===== src/rtl/pe_dot_requant_pkg.sv =====
// Shared types and constants for the dot-product requantization PE.
package pe_types;

  typedef struct packed {
    int unsigned DOT_OUTPUT_WIDTH;
  } pe_cfg_t;

  localparam pe_cfg_t DEFAULT_CFG = '{DOT_OUTPUT_WIDTH: 16};

  localparam int FEATURE_WIDTH = 7;
  localparam int MAGNITUDE_MAX = (1 << (FEATURE_WIDTH - 1)) - 1;

  typedef enum logic [1:0] {
    IDLE,
    ACCUM,
    REQUANT,
    OUT
  } pe_state_e;

endpackage


===== src/rtl/pe_dot_requant_lane.sv =====
// One lane of requantization: |acc| rounded half away from zero, shifted,
// saturated and packed as sign-magnitude. Purely combinational.
module pe_requant_lane
  import pe_types::*;
#(
  parameter int ACC_WIDTH  = 22,
  parameter int FEAT_WIDTH = FEATURE_WIDTH,
  parameter int MAG_MAX    = MAGNITUDE_MAX
) (
  input  logic [ACC_WIDTH-1:0]  acc_i,
  input  logic [4:0]            shift_i,
  output logic [FEAT_WIDTH-1:0] feature_o
);

  // Wide enough that any rounding term up to 1 << 30 cannot be lost.
  localparam int SW = ((ACC_WIDTH > 32) ? ACC_WIDTH : 32) + 1;

  logic                  neg;
  logic [ACC_WIDTH-1:0]  mag;
  logic [SW-1:0]         half;
  logic [SW-1:0]         rounded;
  logic [FEAT_WIDTH-2:0] mag_sat;

  always_comb begin
    neg       = acc_i[ACC_WIDTH-1];
    mag       = neg ? (~acc_i + ACC_WIDTH'(1)) : acc_i;
    half      = (shift_i == 5'd0) ? '0 : (SW'(1) << (shift_i - 5'd1));
    rounded   = (SW'(mag) + half) >> shift_i;
    mag_sat   = (rounded > SW'(MAG_MAX)) ? (FEAT_WIDTH-1)'(MAG_MAX)
                                         : rounded[FEAT_WIDTH-2:0];
    feature_o = {neg && (rounded != '0), mag_sat};
  end

endmodule


===== src/rtl/pe_dot_requant.sv =====
// Accumulates per-lane dot results over a frame, then requantizes each lane
// to a sign-magnitude feature; result appears two cycles after the last beat.
module pe_dot_requant
  import pe_types::*;
#(
  parameter pe_cfg_t cfg              = DEFAULT_CFG,
  parameter int      NUM_PACKED_MULTS = 2,
  parameter int      MAX_BEATS        = 64,
  parameter int      FEATURE_WIDTH    = pe_types::FEATURE_WIDTH
) (
  input  logic                                                    clock,
  input  logic                                                    reset,
  input  logic                                                    i_valid,
  input  logic                                                    i_last,
  input  logic [4:0]                                              i_shift,
  input  logic [NUM_PACKED_MULTS-1:0][cfg.DOT_OUTPUT_WIDTH-1:0]   i_result,
  output logic                                                    o_ready,
  output logic                                                    o_valid,
  input  logic                                                    i_ready,
  output logic [NUM_PACKED_MULTS-1:0][FEATURE_WIDTH-1:0]          o_feature,
  output logic                                                    o_overflow
);

  localparam int DW = int'(cfg.DOT_OUTPUT_WIDTH);
  localparam int AW = DW + $clog2(MAX_BEATS);
  localparam int CW = $clog2(MAX_BEATS + 1);
  localparam logic [CW-1:0] LAST_CNT = CW'(MAX_BEATS);

  pe_state_e                                      state_q, state_d;
  logic [NUM_PACKED_MULTS-1:0][AW-1:0]            acc_q, acc_d;
  logic [CW-1:0]                                  cnt_q, cnt_d, cnt_inc;
  logic [4:0]                                     shift_q, shift_d;
  logic [NUM_PACKED_MULTS-1:0][FEATURE_WIDTH-1:0] feature_q, feature_d, lane_feature;
  logic                                           ovf_q, ovf_d;
  logic                                           beat, full;

  assign o_ready    = (state_q == IDLE) || (state_q == ACCUM);
  assign o_valid    = (state_q == OUT);
  assign o_feature  = feature_q;
  assign o_overflow = ovf_q;
  assign beat       = i_valid && o_ready;

  for (genvar n = 0; n < NUM_PACKED_MULTS; n++) begin : g_lane
    pe_requant_lane #(
      .ACC_WIDTH (AW),
      .FEAT_WIDTH(FEATURE_WIDTH),
      .MAG_MAX   ((1 << (FEATURE_WIDTH - 1)) - 1)
    ) u_lane (
      .acc_i    (acc_q[n]),
      .shift_i  (shift_q),
      .feature_o(lane_feature[n])
    );
  end

  always_comb begin
    state_d   = state_q;
    acc_d     = acc_q;
    cnt_d     = cnt_q;
    shift_d   = shift_q;
    feature_d = feature_q;
    ovf_d     = ovf_q;
    cnt_inc   = cnt_q + CW'(1);
    full      = 1'b0;
    unique case (state_q)
      IDLE: if (beat) begin
        for (int n = 0; n < NUM_PACKED_MULTS; n++) acc_d[n] = AW'($signed(i_result[n]));
        shift_d = i_shift;
        cnt_d   = CW'(1);
        full    = (MAX_BEATS == 1);
        ovf_d   = full && !i_last;
        state_d = (i_last || full) ? REQUANT : ACCUM;
      end
      ACCUM: if (beat) begin
        for (int n = 0; n < NUM_PACKED_MULTS; n++)
          acc_d[n] = acc_q[n] + AW'($signed(i_result[n]));
        cnt_d   = cnt_inc;
        full    = (cnt_inc == LAST_CNT);
        ovf_d   = full && !i_last;
        state_d = (i_last || full) ? REQUANT : ACCUM;
      end
      REQUANT: begin
        feature_d = lane_feature;
        state_d   = OUT;
      end
      OUT: if (i_ready) state_d = IDLE;
      default: state_d = IDLE;
    endcase
  end

  always_ff @(posedge clock or posedge reset) begin
    if (reset) begin
      state_q   <= IDLE;
      acc_q     <= '0;
      cnt_q     <= '0;
      shift_q   <= '0;
      feature_q <= '0;
      ovf_q     <= 1'b0;
    end else begin
      state_q   <= state_d;
      acc_q     <= acc_d;
      cnt_q     <= cnt_d;
      shift_q   <= shift_d;
      feature_q <= feature_d;
      ovf_q     <= ovf_d;
    end
  end

endmodule


===== config.mk =====
export PLATFORM = sky130hd
export DESIGN_NAME = pe_dot_requant
export DESIGN_NICKNAME = d
export VERILOG_FILES = /design/src/rtl/pe_dot_requant_pkg.sv /design/src/rtl/pe_dot_requant_lane.sv /design/src/rtl/pe_dot_requant.sv
export SDC_FILE = /design/constraint.sdc
export NUM_CORES = 1
export LEC_CHECK = 0
export ABC_AREA = 1
export BUFFER_PORTS_ARGS = -buffer_cell sky130_fd_sc_hd__buf_2
export CAP_MARGIN = 10
export CORE_ASPECT_RATIO = 1.25
export CORE_MARGIN = 3
export CORE_UTILIZATION = 25
export DETAILED_ROUTE_END_ITERATION = 10
export PLACE_DENSITY = 0.51
export SLEW_MARGIN = 20
export SYNTH_ARGS = -nofsm -noshare
export SYNTH_HDL_FRONTEND = slang
export SYNTH_SLANG_ARGS = --single-unit

===== constraint.sdc =====
create_clock -name clock -period 5.5 [get_ports clock]
set_input_delay 0.275 -clock clock [delete_from_list [all_inputs] [get_ports clock]]
set_output_delay 0.275 -clock clock [all_outputs]
set_load 0.01 [all_outputs]

==> run metrics <==
status complete, no violations; Setup WS post-layout 0.812 ns; Unique masters post-synth 54; measured slew at the worst slew-check pin 0.791 ns; mapped cell area 12100 µm²; CORE AREA 47500 µm²; Post-synth EDFFs 0; Overflow after GRT 0; top cells by area, synth nand2_1 (17%), dfrtp_1 (15%), nand3_1 (15%), ha_1 (7.5%), nor2_1 (6.4%); vias per cell 5.00; Die Wd 203 µm; via count 13800; pin count of the biggest net entering global routing 65; Seq/Total Area, Yosys 15.1%; Synth area leader nand2_1; Worst path slowest cell dfrtp_1; GRT Total Usage 17.3%; Detailed Route Iter0 Violations 852; top cell type's share of synthesized area 16.7%; die height 252 µm; Synth Net Count 2211; leading cell type by number of instances after synthesis nand2_1; Initial Util 25.5%; top_reg_cell synth dfrtp_1; initial antenna violation count 1; Layout Area Growth over Synthesis 11.4%; Post-synth top cells nand2_1 (539), nand3_1 (357), nor2_1 (206), inv_1 (199), a21oi_1 (91); f_max 0.213 GHz; Hold Startpoint i_last; RSZ-0062 raised after global routing false; root buffer cell clkbuf_16; CTS H-Tree Depth 3; Setup TNS Final 0 ns; Final Cycle Share 85.2%; Syn Inst Count 2094; Avg Synthesized Cell Area 5.79 µm²; total CTS buffers 9; First-pass DRT Iterations 6; GP Congestion 0.945; Fin. Hold Viols 0; Crit path largest cell delay 0.39 ns; crit-path max FO 7; post-synthesis async set-or-reset flop share 100%; Yosys warning count 0; share of layout cells above drive strength 1 11.4%; min Tclk post-route 4.69 ns; CP Launch Point acc_q[1]$_DFFE_PP0P_; # IOs 59; critical path launch point type flip-flop; CTS tree yes; Antenna Violating Nets Remaining 0; input/output buffers 58; FF-to-FF Start acc_q[1]$_DFFE_PP0P_; endpoint type of the worst setup path flip-flop; worst vdd ir 0.000269 V; clk buf depth 2; NumNets Final 2238; Most common cell on crit path nand2_1; die area 51200 µm²; Crit Path Class reg2reg; Worst Hold Class in2reg; Req. time, crit path 5.77 ns; Tot Pwr 9.22 mW; design area 13500 µm²; #FFs+latches synth 73; WL per Instance 16.1 µm; # Post-CTS Setup Buffers 0; final WL 44.4 mm; Worst-path clk slew 0.06 ns; Pwr Density 682 nW/µm²; CTS sink count 73; leak pwr 6.70 nW; vias in the first global route 13500; max cap viols 0; first-pass GRT wire length 71.6 mm; Post-Place Worst Slack 0.563 ns; Setup-failing EPs final 0; DR DRC count 0; Worst-Skew Late Latency 0.38 ns; placed cell area 13100 µm²; Slew Limit Headroom 47.3%; DP HPWL 36.5 mm; Final Skew 0.0123 ns; WP data arrival 4.96 ns; Rows 89; number of antenna diodes 0; Max Slew Vio Count 0; fill count 5427
## flip-flops by register name, indices dropped and copies added, names as in the netlist
| signal | cells |
|---|---|
| o_feature | 14 |
| o_overflow | 1 |
| state_q | 2 |
| acc_q | 44 |
| shift_q | 5 |
| cnt_q | 7 |
## cell families after synthesis
kind of cell	count (synthesis)	share of synthesized area (%)
AND/OR/NAND/NOR	1292	49.1
multiplexers	4	0.330
flip-flops	73	15.1
adder cells (fa/ha/maj)	75	7.86
buffers and inverters	302	9.61
XOR/XNOR	63	4.55
AO/OA/AOI/OAI	285	13.5
## power by group
group	leakage [nW]	total, mW	switching [mW]	internal, mW
sequential	0.853	1.16	0.380	0.785
clock	0.169	0.752	0.294	0.458
combinational	5.68	7.30	4.90	2.41
## metrics by stage
stage | instances | util [%] | hold WS, ns
3_5_place_dp | 2746 | 27.6 | 0.275
4_1_cts | 2763 | 28.4 | 0.0895
2_1_floorplan | 2094 | - | 0.373
6_report | 2763 | 28.4 | 0.104
5_1_grt | 2763 | 28.4 | 0.118
3_3_place_gp | 2746 | 27.6 | 0.272
## what timing repair did
action,in CTS,in global routing
setup endpoints to repair,0,7
hold buffers,1,0
resized for setup,0,3
hold endpoints to repair,19,0
## path summary, 6_finish.rpt
| path | end | slack [ns] | cells past startpoint |
|---|---|---|---|
| min in group asynchronous | shift_q[3]$_DFFE_PP0P_ | 0.40 | 3 |
| max | o_feature[5]$_DFFE_PP0P_ | 0.81 | 32 |
| max reg2reg | o_feature[5]$_DFFE_PP0P_ | 0.81 | 32 |
| max in group asynchronous | acc_q[29]$_DFFE_PP0P_ | 3.98 | 4 |
| min reg2reg | o_overflow$_DFFE_PP0P_ | 0.48 | 2 |
| min | o_overflow$_DFFE_PP0P_ | 0.10 | 2 |
## worst max-delay path: cells and delay by family, from the launching register on
kind | cells | cell delay, ns
adders and majority gates | 1 | 0.34
AOI/OAI and AO/OA | 4 | 0.79
DFF | 1 | 0.39
xor gates and xnor gates | 1 | 0.20
and+or+nand+nor | 23 | 2.57
buffers and inverters | 3 | 0.28
## metal layers
layer | track usage (%) | up-vias | wire (µm)
met5 | 0 | - | 13
met4 | 7.67 | 2 | 1860
met3 | 1.91 | 84 | 1360
met2 | 30.0 | 301 | 21200
met1 | 21.8 | 6343 | 20000
li1 | - | 7081 | -
## placed cells by master (no fill, tap or decap), types with 20 or more instances in the layout
master,n
a21oi_1,91
inv_2,30
xor2_1,46
nand3_2,33
dfrtp_1,71
nor3_1,20
o22ai_1,22
buf_2,58
o21ai_0,82
nor2_1,204
nand2_2,21
inv_1,198
ha_1,73
nand4_1,47
o21ai_1,29
buf_4,25
nand2_1,539
nand3_1,357
## cell type report
class                           count  area, µm²  share of cell area [%]
Multi-Input combinational cell   1719       9160                    67.8
Clock inverter                      6        115                   0.852
Timing Repair Buffer               84        488                    3.61
Tap cell                          637        797                    5.90
Sequential cell                    73       1830                    13.5
Clock buffer                       10        239                    1.77
Inverter                          234        881                    6.52
Power figures use the tool's default switching activity.
